File: src/rtl/vga_vtim_gen.sv
// vga_vtim_gen: one-dimensional video timing generator (use one instance per
// axis). A period counter C runs 0..Tlen over enabled cycles and is split into
// SYNC, gate-delay, GATE and TAIL phases. The timing inputs and sync polarity
// are captured into shadow registers at the start of each period, so the
// inputs may be rewritten at any time without disturbing the current period.
//
// Qualifier semantics: there is no valid/ready handshake on this block. ena is
// a pure clock qualifier. An edge with ena=1 advances the counter and reloads
// every output. An edge with ena=0 leaves every register untouched. Done is
// therefore a level that is only meaningful as a pulse when sampled together
// with ena=1. rst overrides ena.
module vga_vtim_gen #(
  parameter int   SW   = 8,
  parameter int   CW   = 16,
  parameter logic SPOL = 1'b0
) (
  input  logic          clk,
  input  logic          rst,
  input  logic          ena,
  input  logic [SW-1:0] Tsync,
  input  logic [SW-1:0] Tgdel,
  input  logic [CW-1:0] Tgate,
  input  logic [CW-1:0] Tlen,
  input  logic          pol,
  output logic          Sync,
  output logic          Gate,
  output logic          Done,
  output logic [CW-1:0] Pos,
  output logic [2:0]    Phase
);

  // Phase boundary arithmetic: Ts + Td + Tg + 2 needs at least CW+1 bits.
  // Two extra bits keep the sum safe even when SW is as wide as CW.
  localparam int XW = CW + 2;

  typedef enum logic [2:0] {
    ST_IDLE = 3'd0,
    ST_SYNC = 3'd1,
    ST_GDEL = 3'd2,
    ST_GATE = 3'd3,
    ST_TAIL = 3'd4
  } phase_t;

  // State and period counter
  phase_t        r_phase;
  logic [CW-1:0] r_c;

  // Shadow copies of the timing inputs for the period in progress
  logic [SW-1:0] r_ts;
  logic [SW-1:0] r_td;
  logic [CW-1:0] r_tg;
  logic [CW-1:0] r_tl;
  logic          r_pol;

  // Registered outputs
  logic          r_sync;
  logic          r_gate;
  logic          r_done;
  logic [CW-1:0] r_pos;

  // Next-edge values
  logic          w_wrap;
  logic [SW-1:0] w_ts_n;
  logic [SW-1:0] w_td_n;
  logic [CW-1:0] w_tg_n;
  logic [CW-1:0] w_tl_n;
  logic          w_pol_n;
  logic [CW-1:0] w_c_n;
  logic [XW-1:0] w_cx;
  logic [XW-1:0] w_sync_end;
  logic [XW-1:0] w_gdel_end;
  logic [XW-1:0] w_gate_start;
  logic [XW-1:0] w_gate_end;
  logic [XW-1:0] w_gate_off;
  phase_t        w_phase_n;
  logic          w_sync_n;
  logic          w_gate_n;
  logic          w_done_n;
  logic [CW-1:0] w_pos_n;

  // A new period starts on the first enabled edge out of IDLE, or on the edge
  // following the last count of the current period (C == Tl). The truncation
  // case needs no special handling: whatever phase is current, reaching Tl
  // restarts the period.
  assign w_wrap = (r_phase == ST_IDLE) || (r_c == r_tl);

  // Entering C=0 takes fresh input values; otherwise the shadows stay put.
  assign w_ts_n  = w_wrap ? Tsync : r_ts;
  assign w_td_n  = w_wrap ? Tgdel : r_td;
  assign w_tg_n  = w_wrap ? Tgate : r_tg;
  assign w_tl_n  = w_wrap ? Tlen  : r_tl;
  assign w_pol_n = w_wrap ? pol   : r_pol;

  // r_c never exceeds r_tl, so the increment cannot overflow CW bits.
  assign w_c_n = w_wrap ? '0 : (r_c + CW'(1));
  assign w_cx  = XW'(w_c_n);

  // Last count of each phase, expressed on the widened counter.
  assign w_sync_end   = XW'(w_ts_n);
  assign w_gdel_end   = XW'(w_ts_n) + XW'(w_td_n) + XW'(1);
  assign w_gate_start = XW'(w_ts_n) + XW'(w_td_n) + XW'(2);
  assign w_gate_end   = XW'(w_ts_n) + XW'(w_td_n) + XW'(w_tg_n) + XW'(2);

  // Map the next count onto its phase.
  always_comb begin
    w_phase_n = ST_TAIL;
    if (w_cx <= w_sync_end) begin
      w_phase_n = ST_SYNC;
    end else if (w_cx <= w_gdel_end) begin
      w_phase_n = ST_GDEL;
    end else if (w_cx <= w_gate_end) begin
      w_phase_n = ST_GATE;
    end
  end

  // Position within the gate. The offset is at most Tg, so it fits CW bits.
  assign w_gate_off = w_cx - w_gate_start;
  assign w_pos_n    = (w_phase_n == ST_GATE) ? w_gate_off[CW-1:0] : '0;

  // Output values for the count being entered.
  assign w_sync_n = (w_phase_n == ST_SYNC) ^ w_pol_n;
  assign w_gate_n = (w_phase_n == ST_GATE);
  assign w_done_n = (w_c_n == w_tl_n);

  // Phase FSM, period counter, shadow registers and registered outputs.
  always_ff @(posedge clk) begin
    if (rst) begin
      r_phase <= ST_IDLE;
      r_c     <= '0;
      r_ts    <= '0;
      r_td    <= '0;
      r_tg    <= '0;
      r_tl    <= '0;
      r_pol   <= SPOL;
      r_sync  <= SPOL;
      r_gate  <= 1'b0;
      r_done  <= 1'b0;
      r_pos   <= '0;
    end else if (ena) begin
      r_phase <= w_phase_n;
      r_c     <= w_c_n;
      r_ts    <= w_ts_n;
      r_td    <= w_td_n;
      r_tg    <= w_tg_n;
      r_tl    <= w_tl_n;
      r_pol   <= w_pol_n;
      r_sync  <= w_sync_n;
      r_gate  <= w_gate_n;
      r_done  <= w_done_n;
      r_pos   <= w_pos_n;
    end
  end

  assign Sync  = r_sync;
  assign Gate  = r_gate;
  assign Done  = r_done;
  assign Pos   = r_pos;
  assign Phase = r_phase;

endmodule

File: config.mk
export PLATFORM = sky130hd
export DESIGN_NAME = vga_vtim_gen
export DESIGN_NICKNAME = d
export VERILOG_FILES = /design/src/rtl/vga_vtim_gen.sv
export SDC_FILE = /design/constraint.sdc
export NUM_CORES = 1
export LEC_CHECK = 0
export CAP_MARGIN = 10
export CORE_UTILIZATION = 52
export DETAILED_ROUTE_END_ITERATION = 8
export PLACE_DENSITY_LB_ADDON = 0.15
export RECOVER_POWER = 25
export SYNTH_ARGS = -nofsm -noshare
export SYNTH_HDL_FRONTEND = slang
export SYNTH_SLANG_ARGS = --single-unit
File: constraint.sdc
create_clock -name clk -period 7.5 [get_ports clk]
set_clock_uncertainty 0.2 [all_clocks]
set_input_delay 1.5 -clock clk [delete_from_list [all_inputs] [get_ports clk]]
set_output_delay 1.5 -clock clk [all_outputs]
set_load 0.03 [all_outputs]
==> flow_metrics.tcl <==
set metrics [dict create \
    outcome "complete, no violations" \
    synth_area_leaders "dfxtp_1, ha_1, nand2_1" \
    cts_root_buffer "clkbuf_16" \
    drive_gt1_frac 0.117 \
    grt_overflow_total 0 \
    crit_path_start_kind "input pin" \
    synth.distinct_cells 57 \
    yosys-top-cells-count "nand2_1, dfxtp_1, a21oi_1, ha_1, xnor2_1" \
    drtIter0Drc 419 \
    wirelength_mm 19.0 \
    hp-class "flip-flop to flip-flop" \
    clkTransAtPathRegs_ns 0.06 \
    grt_usage 0.298 \
    die_w_microns 117 \
    ys_ff_latch 87 \
    clock_latency_ns 0.35 \
    ir_worst_vdd_v 0.000126 \
    coreArea_sq_mm 0.0127 \
    crit_path_top_delay_cell "clkdlybuf4s50_1" \
    grt_max_degree 72 \
    grtUsageMet2 0.459 \
    syn_area_sq_mm 0.00682 \
    fin_crit_sh 0.968 \
    yosys_warnings 0 \
    yosysMostFrequentCell "nand2_1" \
    slew_headroom 0.458 \
    crit_path_max_incr_delay_ns 0.42 \
    cts-htree-levels 3 \
    cp.arrival_ns 7.35 \
    required_ns 7.59 \
    dp_slack_ns -0.477 \
    setup_viol 0 \
    fin_ws_ns 0.238 \
    clkSinkCount 87 \
    cts_buffers 9 \
    end_kind "flip-flop" \
    syn_inst 893 \
    wl_per_cell_microns 16.1 \
    grt_pass1_vias 6207 \
    final_util 0.667 \
    n_fill_cell 1192 \
    area_growth_pct 24.3 \
    place.port_buffers 73 \
    cp_max_fo 8 \
    antenna_found_initial 0 \
    die_area_sq_mm 0.0136 \
    tightest_slew_ns 0.810 \
    drc_errors 0 \
    synth.largest_area_cell "dfxtp_1" \
    drt_pass1_iterations 5 \
    ctsHoldBuffers 0 \
    use_met3 0.0560 \
    drtAntennaViolNets 0 \
    grt_pass1_wl_mm 30.9 \
    synthesis.nets 1020 \
    globalRouteMet1Util 0.412 \
    finalSetupTns_ns 0 \
    critical_path_class "input pin to flip-flop" \
    initial_core_util 0.536 \
    nNetsFinal 1130 \
    n_antenna_cell 0 \
    cts_tree "built" \
    fmax_mhz 138 \
    maxCapViolCount 0 \
    vias 6512 \
    finalHoldViolCount 0 \
    vias_per_cell 5.52 \
    gp_congestion 0.938 \
    hpwl_mm 14.5 \
    fin_crit_ns 7.26 \
    synthArstFlopShare 0 \
    synth_top_area_frac 0.255 \
    seq_area_frac_synth 0.255 \
    die_h_microns 117 \
    p_per_area_mw_per_mm2 215 \
    clk_path_buf_depth 2 \
    synth-main-ff-cell "dfxtp_1" \
    leakage_nw 3.67 \
    drv_slew 0 \
    rows 41 \
    power_w 0.00182 \
    syn_avg_cell_area_sq_um 7.64 \
    io_pins 74 \
    synth_edf_count 0 \
    busiest_layer "met2" \
]
final timing paths:
path                                            start                    to  slack (ns)  cells after the start
worst max register to register  r_tl[10]$_SDFFE_PP0P_  Pos[10]$_SDFFE_PP0P_        0.25                     32
worst max-delay path                         Tsync[0]  Pos[10]$_SDFFE_PP0P_        0.24                     28
worst min register to register   r_td[0]$_SDFFE_PP0P_  r_td[0]$_SDFFE_PP0P_        0.25                      2
worst min-delay path             r_td[0]$_SDFFE_PP0P_  r_td[0]$_SDFFE_PP0P_        0.25                      2
routing by layer:
| metal | wire length, microns | share of wire |
|---|---|---|
| met3 | 1170 | 0.062 |
| met2 | 8220 | 0.43 |
| met4 | 580 | 0.031 |
| met5 | 0 | 0 |
| met1 | 9010 | 0.47 |
cell usage in the layout (no fill, tap or decap), drive strengths merged, types with 11 or more instances in the layout:
cell type	n
a21o	12
a21oi	81
a22o	16
buf	72
clkbuf	11
clkdlybuf4s50	72
dfxtp	87
ha	72
inv	31
mux2i	29
nand2	197
nand3	17
nand4	12
nor2	60
nor3	15
nor4	12
o21ai	20
xnor2	63
xor2	22
area by class of cell:
cell class / instances / area (sq um) / share of cell area
multi-input cells: 730 / 4870 / 0.574
inverters: 31 / 116 / 0.0137
clock buffers: 11 / 233 / 0.0274
clock inverters: 4 / 47.5 / 0.00561
well taps: 172 / 215 / 0.0254
flip-flops and latches: 87 / 1740 / 0.206
repair buffers: 144 / 1260 / 0.148
report_power, final:
part | leakage [nW] | internal, W | switching (W) | total, W
Clock | 0.135 | 0.000255 | 0.000183 | 0.000439
Sequential | 0.709 | 0.000482 | 0.0000154 | 0.000497
Combinational | 2.83 | 0.000415 | 0.000471 | 0.000886
Total | 3.67 | 0.00115 | 0.000670 | 0.00182
critical path: cells and delay by family:
family	cells	cell delay, ns
AO/OA/AOI/OAI	17	3.07
adder cells (fa/ha/maj)	5	1.54
buffers and inverters	2	0.50
AND/OR/NAND/NOR	4	0.74
sequential cells by signal, summed over array words and instances (netlist names):
name   count
Pos       16
r_c       16
r_tg      16
r_tl      16
r_td       8
r_ts       8
Phase      3
Done       1
Gate       1
Sync       1
r_pol      1
what timing repair did:
item                       CTS  global route
cloned                       0             2
hold endpoints to repair     0             0
gates resized for setup      1            18
setup endpoints to repair   17            20
pin swaps                    0             9
setup buffers                0             2
metrics by stage:
step                hold WS [ns]  area [sq um]  std cells
floorplan                  0.234          6850        893
global placement           0.236          8090       1160
detailed placement         0.247          8090       1160
CTS                        0.255          8380       1175
global route               0.270          8480       1179
finish                     0.253          8480       1179
cell families (layout without fill, tap and decap cells):
logic type / Yosys count / count (layout) / share of synthesized area
and+or+nand+nor: 360 / 362 / 0.236
AOI/OAI and AO/OA: 177 / 177 / 0.165
DFF: 87 / 87 / 0.255
xor gates and xnor gates: 85 / 85 / 0.109
buffers and inverters: 78 / 190 / 0.0473
adders and majority gates: 75 / 75 / 0.141
muxes: 31 / 31 / 0.0459
Note: power is estimated with default switching activity, not from simulation.
